===== config.mk =====
export PLATFORM = sky130hd
export DESIGN_NAME = fp_accum_seq
export DESIGN_NICKNAME = d
export VERILOG_FILES = /design/src/rtl/fp_pkg.sv /design/src/rtl/fp_accum_wdog.sv /design/src/rtl/fp_accum_seq.sv
export SDC_FILE = /design/constraint.sdc
export NUM_CORES = 1
export LEC_CHECK = 0
export CELL_PAD_IN_SITES_DETAIL_PLACEMENT = 2
export CELL_PAD_IN_SITES_GLOBAL_PLACEMENT = 2
export CORE_ASPECT_RATIO = 1.4
export CORE_UTILIZATION = 27
export DETAILED_ROUTE_END_ITERATION = 8
export GPL_TIMING_DRIVEN = 0
export PLACE_DENSITY = 0.79
export REMOVE_ABC_BUFFERS = 1
export SYNTH_ARGS = -nofsm -noshare
export SYNTH_HDL_FRONTEND = slang
export SYNTH_SLANG_ARGS = --single-unit

===== constraint.sdc =====
create_clock -name clk -period 2.92 [get_ports clk]
set_clock_uncertainty 0.1 [all_clocks]
set_input_delay 0.438 -clock clk [delete_from_list [all_inputs] [get_ports clk]]
set_output_delay 0.438 -clock clk [all_outputs]
set_load 0.05 [all_outputs]

===== src/rtl/fp_pkg.sv =====
// Shared FP32 definitions for the accumulation path.
//   EXP_W / MAN_W / FP_W : IEEE-754 single-precision field widths
//   QNAN                 : canonical quiet NaN substituted for a timed-out sum
//   accum_state_t        : fp_accum_seq sequencer states
//   fp_negate            : conditional sign flip applied to incoming operands
package fp_pkg;

    localparam int unsigned EXP_W = 8;
    localparam int unsigned MAN_W = 23;
    localparam int unsigned FP_W  = 1 + EXP_W + MAN_W;

    localparam logic [FP_W-1:0] QNAN = 32'h7FC0_0000;

    typedef enum logic [2:0] {
        ST_IDLE,
        ST_CLR,
        ST_START,
        ST_WAIT,
        ST_OUT
    } accum_state_t;

    // Flip only the sign bit; NaN/inf/zero encodings pass through otherwise untouched.
    function automatic logic [FP_W-1:0] fp_negate(input logic [FP_W-1:0] x, input logic sub);
        return {x[FP_W-1] ^ sub, x[FP_W-2:0]};
    endfunction

endpackage


===== src/rtl/fp_accum_wdog.sv =====
// Watchdog for the adder handshake.
//   clk, reset_n : clock, asynchronous active-low reset
//   clr          : restart the count from zero
//   en           : count one cycle
//   expire       : count has reached TIMEOUT-1
module fp_accum_wdog
    import fp_pkg::*;
#(
    parameter int unsigned TIMEOUT = 64
) (
    input  logic clk,
    input  logic reset_n,
    input  logic clr,
    input  logic en,
    output logic expire
);

    localparam int unsigned W = $clog2(TIMEOUT + 1);

    logic [W-1:0] count;

    assign expire = (count == W'(TIMEOUT - 1));

    always_ff @(posedge clk or negedge reset_n) begin
        if (!reset_n) begin
            count <= '0;
        end else if (clr) begin
            count <= '0;
        end else if (en && !expire) begin
            count <= count + W'(1);
        end
    end

endmodule


===== src/rtl/fp_accum_seq.sv =====
// Framed FP32 accumulation sequencer driving an external add/sub unit.
//   clk, reset_n                  : clock, asynchronous active-low reset
//   in_data/in_sub/in_last        : operand, negate request, end-of-frame marker
//   in_valid/in_ready             : operand handshake
//   add_a/add_b/add_start/add_clr : registered operands and control pulses to the adder
//   add_result/add_done           : adder result and level done
//   out_data/out_count            : frame sum and operand count
//   out_valid/out_ready           : result handshake
//   err                           : sticky adder-timeout flag
// The integration level drives the adder's reset with add_clr | ~reset_n.
module fp_accum_seq
    import fp_pkg::*;
#(
    parameter int unsigned CNT_W   = 16,
    parameter int unsigned TIMEOUT = 64
) (
    input  logic             clk,
    input  logic             reset_n,
    input  logic [31:0]      in_data,
    input  logic             in_sub,
    input  logic             in_last,
    input  logic             in_valid,
    output logic             in_ready,
    output logic [31:0]      add_a,
    output logic [31:0]      add_b,
    output logic             add_start,
    output logic             add_clr,
    input  logic [31:0]      add_result,
    input  logic             add_done,
    output logic [31:0]      out_data,
    output logic [CNT_W-1:0] out_count,
    output logic             out_valid,
    input  logic             out_ready,
    output logic             err
);

    accum_state_t     state_q, state_d;
    logic [31:0]      acc_q;
    logic [CNT_W-1:0] cnt_q;
    logic [CNT_W-1:0] cnt_inc;
    logic             last_q;
    logic [31:0]      operand_b;
    logic             accept;
    logic             idle_ready;
    logic             wd_clr;
    logic             wd_en;
    logic             wd_expire;

    assign operand_b = fp_negate(in_data, in_sub);
    assign cnt_inc   = (&cnt_q) ? cnt_q : cnt_q + CNT_W'(1);
    // State is already IDLE while reset is held, so gate ready with reset_n.
    assign in_ready  = idle_ready & reset_n;
    assign accept    = in_valid & in_ready;

    assign add_clr   = (state_q == ST_CLR);
    assign add_start = (state_q == ST_START);
    assign out_valid = (state_q == ST_OUT);
    assign out_data  = out_valid ? acc_q : '0;
    assign out_count = out_valid ? cnt_q : '0;

    fp_accum_wdog #(
        .TIMEOUT (TIMEOUT)
    ) u_wdog (
        .clk     (clk),
        .reset_n (reset_n),
        .clr     (wd_clr),
        .en      (wd_en),
        .expire  (wd_expire)
    );

    always_comb begin
        state_d    = state_q;
        idle_ready = 1'b0;
        wd_clr     = 1'b0;
        wd_en      = 1'b0;
        case (state_q)
            ST_IDLE: begin
                idle_ready = 1'b1;
                if (in_valid) begin
                    if (cnt_q == '0) begin
                        state_d = in_last ? ST_OUT : ST_IDLE;
                    end else begin
                        state_d = ST_CLR;
                    end
                end
            end
            ST_CLR:   state_d = ST_START;
            ST_START: begin
                wd_clr  = 1'b1;
                state_d = ST_WAIT;
            end
            ST_WAIT: begin
                wd_en = 1'b1;
                if (add_done) begin
                    state_d = last_q ? ST_OUT : ST_IDLE;
                end else if (wd_expire) begin
                    state_d = ST_OUT;
                end
            end
            ST_OUT: begin
                if (out_ready) begin
                    state_d = ST_IDLE;
                end
            end
            default: state_d = ST_IDLE;
        endcase
    end

    always_ff @(posedge clk or negedge reset_n) begin
        if (!reset_n) begin
            state_q <= ST_IDLE;
            acc_q   <= '0;
            cnt_q   <= '0;
            add_a   <= '0;
            add_b   <= '0;
            last_q  <= 1'b0;
            err     <= 1'b0;
        end else begin
            state_q <= state_d;
            case (state_q)
                ST_IDLE: begin
                    if (accept) begin
                        if (cnt_q == '0) begin
                            acc_q <= operand_b;
                            cnt_q <= CNT_W'(1);
                        end else begin
                            add_a  <= acc_q;
                            add_b  <= operand_b;
                            cnt_q  <= cnt_inc;
                            last_q <= in_last;
                        end
                    end
                end
                ST_WAIT: begin
                    if (add_done) begin
                        acc_q <= add_result;
                    end else if (wd_expire) begin
                        err   <= 1'b1;
                        acc_q <= QNAN;
                    end
                end
                ST_OUT: begin
                    if (out_ready) begin
                        cnt_q <= '0;
                    end
                end
                default: ;
            endcase
        end
    end

endmodule


==> results of run 1 <==
cell type report:
type / instances / area (um2)
Clock inverter: 12 / 161
Inverter: 8 / 30.0
Clock buffer: 20 / 457
Sequential cell: 124 / 3110
Fill cell: 2476 / 12900
Tap cell: 297 / 372
Timing Repair Buffer: 204 / 2070
Multi-Input combinational cell: 527 / 2690
per-layer routing:
metal  vias to the layer above  global-route usage (%)  part of all wire (%)  wire [um]
li1                       2771                       -                     -          -
met1                      3053                    23.8                    40       9560
met2                       140                    40.1                    54      13000
met3                        38                    4.14                   3.6        869
met4                         0                    9.46                   2.6        617
met5                         -                       0                     0          0
worst paths after layout:
path	start	endpoint	slack, ns	cells after the start
max	state_q[2]	add_clr	0.19	2
min	add_a[12]	add_a[12]	0.37	2
max reg2reg	state_q[2]	u_wdog.count[5]	0.19	3
min reg2reg	add_a[12]	add_a[12]	0.37	2
max in group asynchronous	reset_n	cnt_q[7]	1.89	3
min in group asynchronous	reset_n	add_a[4]	0.55	3
placed cells by master, fill, tap and decap left out, types with 2 or more instances in the layout:
master	synthesis	final
clkbuf_16	0	17
dfrtp_1	124	122
o22ai_1	2	2
dlygate4sd2_1	0	46
buf_16	0	3
buf_4	2	6
a21oi_1	36	35
a211o_1	2	2
o21ai_0	30	30
inv_1	8	8
bufinv_16	0	3
and3_1	71	71
nor3b_1	2	2
nor2_4	0	2
or4_1	3	3
or3b_2	2	2
inv_6	0	3
and4_1	3	3
ha_1	3	3
clkdlybuf4s50_1	0	134
nand4_1	7	7
buf_12	0	7
nor2_1	16	14
a31oi_1	12	12
a41oi_1	5	5
clkinvlp_4	0	3
clkinv_4	0	2
o41ai_1	2	2
nor3_1	3	3
clkbuf_8	0	2
o31ai_1	5	5
nor4_1	3	3
clkbuf_2	0	4
nand2_1	244	244
nand3b_1	11	11
nand3_1	10	10
o21ai_1	33	33
flip-flops by register name, indices dropped and copies added (netlist names):
signal and flops:
acc_q 32, add_a 32, add_b 32, cnt_q 16, err 1, last_q 1
state_q 3, u_wdog.count 7
critical path: stages (launching register included):
cell	delay, ns
dfrtp_4	0.63
nor3b_1	0.28
clkdlybuf4s50_1	0.84
kinds of logic (layout without fill, tap and decap cells):
kind of cell             Yosys count  after routing  synth area share [%]
AND/OR/NAND/NOR                  384            385                  29.9
flip-flops                       124            124                  51.8
XOR/XNOR                           1              1                 0.146
adder cells (fa/ha/maj)            3              3                 0.626
AO/OA/AOI/OAI                    136            137                  13.1
buffers and inverters             62            244                  4.24
multiplexers                       1              1                 0.188
report_power, final:
part	internal [uW]	switching [uW]
combinational	1530	3310
sequential	2400	515
clock	1400	847
timing repair:
action / in CTS / in global routing
endpoints found under the setup margin: 93 / 7
hold buffers: 4 / 0
setup buffers: 5 / 0
gates resized for setup: 52 / 10
cloned: 1 / 1
endpoints found under the hold margin: 28 / 0
pin swaps: 3 / 1
stage by stage:
stage	TNS, ns	hold slack (ns)	utilization, %	std cells	instance area (um2)
global placement	-1440.84	0.351	36.8	1141	8010
floorplan	-59.98	0.0424	-	657	5770
finish	0	0.368	40.8	1192	8890
global route	0	0.391	40.8	1192	8890
detailed placement	-1.92	0.362	37.7	1149	8200
CTS	0	0.377	40.8	1191	8880
==> results.yml, run 1 <==
cts:
  htreeDepth: 4
  cts_tree: "done"
  numCtsBuffers: 17
  cts_max_path_buffers: 2
  clock_sink_count: 124
  cts_root_buf: "clkbuf_16"
  clkTransAtPathRegs_ns: 0.06
  clock_latency_ns: 0.43
sta:
  max_freq_mhz: 366
  rsz0062_at_grt: "no"
  final.min_clock_period_ns: 2.73
  tightestPinTransition_ns: 1.26
  setup_viol: 0
  worst_slack_ns: 0.186
  finalCritPeriodShare_pct: 93.6
  finalHoldViolations: 0
  slew_headroom_pct: 15.5
  drv_slew: 0
setup_path:
  cp_max_fo: 29
  end_kind: "output pin"
  critPathRequiredTime_ns: 2.38
  cp-start-kind: "flip-flop"
  arrival_ns: 2.20
  worstSetupPathType: "reg -> out"
place:
  portBuffers: 187
  pre_cts_ws_ns: -0.0950
  hpwlAfterDp_um: 15400
  gp_congestion: 0.782
route:
  wl_per_cell_um: 20.1
  vias_per_cell: 5.04
  drc: 0
  dr_total_vias: 6002
  drt_iter0_markers: 240
  ant_nets: 0
  firstDrtPassIters: 4
  drt-total-wl_um: 24000
floorplanning:
  ios: 188
  floorplan.initialDensity_pct: 27.5
  die_w_um: 128
  fp.dieH_um: 178
  die_area_mm2: 0.0228
  row_count: 64
  coreArea_mm2: 0.0218
synthesis:
  yosys-top-cells-count: "nand2_1, dfrtp_1, and3_1"
  syn_inst: 711
  synth_most_common_cell: "nand2_1"
  ys.flop_type: "dfrtp_1"
  synth_edf_count: 0
  yosys_warnings: 0
  synth_top_area_share_pct: 51.8
  synthArstFlopShare_pct: 100
  synth.distinct_cells: 46
  syn_area_mm2: 0.00599
  synth_area_leaders: "dfrtp_1, nand2_1, and3_1"
  synth_seq_cells: 124
  syn_avg_cell_area_um2: 8.43
  yosysSeqAreaShare_pct: 51.8
  yosys.area.top_type: "dfrtp_1"
global_route:
  grt_use_total_pct: 21.7
  grt_start_max_net_pins: 53
  antenna_found_initial: 0
  grt.overflow.total: 0
  grt_pass1_vias: 6490
  grt_pass1_wl_um: 37200
power_and_ir_drop:
  powerDensity_mw_per_mm2: 1130
  total_power_uw: 10000
  vdd_drop_max_v: 0.000534
  p_leak_uw: 0.00444
min_path:
  min_path_type: "reg -> reg"
final_layout:
  drive_gt1_share_pct: 7.60
  areaGrowthSynthToFinish_pct: 48.2
  fin_nets: 956
  num_antenna_cells: 0
flow_run:
  drv_cap: 0
run_status:
  status: "completed"
(Power assumes the default switching activity.)
==> run 2, diff against run 1 <==
Settings changed: TNS_END_PERCENT set to 1.
==> results.yml, run 2 (synthesis gave the netlist of run 1 again) <==
final_layout:
  mostFrequentLayoutCell: "nand2_1"
  design_area_mm2: 0.00883
  fin_cells: 1189
  fin_util_pct: 40.5
  regArea_mm2: 0.00311
  fin_nets: 953
  mostFrequentLayoutCells: "nand2_1, clkdlybuf4s50_1, dfrtp_1"
  drive_gt1_share_pct: 7.51
  largestRegisters: "acc_q x32, add_a x32, add_b x32"
  num_antenna_cells: 0
  areaGrowthSynthToFinish_pct: 47.3
  multiInputGateArea_mm2: 0.00268
  fill_cells: 2495
place:
  dp.cells: 1149
  portBuffers: 187
  gp_congestion: 0.782
  placed_area_mm2: 0.00820
  hpwlAfterDp_um: 15400
route:
  wl_met1_um: 9000
  drt_iter0_markers: 239
  wl_per_cell_um: 19.5
  wl_met3_um: 866
  firstDrtPassIters: 4
  dr_total_vias: 5985
  route.met2.wl_um: 12600
  drc: 0
  vias_per_cell: 5.03
  top_layer_used: "met4"
  drt-total-wl_um: 23200
  ant_nets: 0
floorplanning:
  die_area_mm2: 0.0228
  fp.dieH_um: 178
  floorplan.initialDensity_pct: 27.5
  ios: 188
  coreArea_mm2: 0.0218
  row_count: 64
  die_w_um: 128
cts:
  cts_tree: "done"
  clock_sink_count: 124
  cts_root_buf: "clkbuf_16"
  htreeDepth: 4
  numCtsBuffers: 17
  cts_max_path_buffers: 2
  clkTransAtPathRegs_ns: 0.07
  clock_latency_ns: 0.43
power_and_ir_drop:
  p_leak_uw: 0.00441
  powerDensity_mw_per_mm2: 1120
  vdd_drop_max_v: 0.000534
  total_power_uw: 9920
sta:
  finalCritPeriodShare_pct: 97.3
  max_freq_mhz: 352
  drv_slew: 0
  setup_tns_ns: 0
  final.min_clock_period_ns: 2.84
  finalHoldViolations: 29
  rsz0062_at_grt: "yes"
  setup_viol: 0
  slew_headroom_pct: 17.7
  timing.hold.ws_ns: -0.0437
  tightestPinTransition_ns: 1.23
setup_path:
  cp-start-kind: "flip-flop"
  cp_cell_sequence: "or3b_2 > nor2_1 > clkdlybuf4s15_1"
  worst-path-buf-inv: 1
  crit_family: "simple AND/OR/NAND/NOR gates"
  critPathRequiredTime_ns: 2.38
  critPathMaxStageDelay_ns: 0.65
  reg2reg_slack_ns: 0.22
  cp_max_fo: 29
  end_kind: "output pin"
  worstSetupPathType: "reg -> out"
  arrival_ns: 2.30
  cp_slowest_cell: "dfrtp_4"
global_route:
  grt.overflow.total: 0
  grt_pass1_wl_um: 36300
  antenna_found_initial: 0
  grt_pass1_vias: 6441
  grt_use_total_pct: 21.0
  grt_start_max_net_pins: 78
run_status:
  violations: "hold timing"
  status: "finished, violations left"
flow_run:
  drv_cap: 0
min_path:
  min_path_type: "in -> async"
run 2: report_power, final:
group          total (uW)  leakage, uW  internal [uW]  switching (uW)
Sequential           2910      0.00160           2400             514
Combinational        4770      0.00252           1530            3240
Clock                2240     0.000294           1400             839
run 2: what timing repair did:
| item | CTS | global route |
|---|---|---|
| setup endpoints to repair | 93 | 60 |
| hold endpoints to repair | 28 | 1 |
| setup buffers | 1 | 5 |
| gates cloned | 0 | 1 |
| gates resized for setup | 57 | 8 |
| pin swaps | 2 | 2 |
run 2: per-layer routing:
| layer | vias to the layer above | GRT usage, % |
|---|---|---|
| li1 | 2757 | - |
| met1 | 3052 | 22.9 |
| met2 | 140 | 38.7 |
| met3 | 36 | 4.11 |
| met4 | 0 | 9.56 |
| met5 | - | 0 |
run 2: area by class of cell:
| type | instances | share of cell area (%) |
|---|---|---|
| clock buffer | 20 | 5.17 |
| clock inverter | 12 | 1.83 |
| inverter | 8 | 0.340 |
| multi-input combinational | 526 | 30.4 |
| sequential | 124 | 35.2 |
| tap | 297 | 4.21 |
| timing repair buffer | 202 | 22.8 |
run 2: per-stage QoR:
stage / worst slack, ns / hold slack, ns
after floorplan: -1.13 / 0.0424
after global placement: -8.63 / 0.351
after detailed placement: -0.0950 / 0.362
after CTS: -0.0120 / -0.0228
after global routing: -0.0179 / 0.000318
final: 0.0790 / -0.0437
run 2: path summary, 6_finish.rpt:
path | to | depth (start not counted) | from
setup / recovery | out_count[1] | 3 | state_q[2]
setup reg to reg | u_wdog.count[5] | 3 | state_q[2]
max in group asynchronous | add_b[31] | 2 | reset_n
hold reg to reg | add_a[12] | 2 | add_a[12]
hold / removal | add_b[6] | 1 | reset_n
min in group clk | add_a[12] | 2 | add_a[12]
run 2: worst reg2reg max path, cell delays in order, from the launching register on:
cell and delay (ns):
dfrtp_4 0.63, nor2b_1 0.37, nand2_1 0.80, o41ai_1 0.66
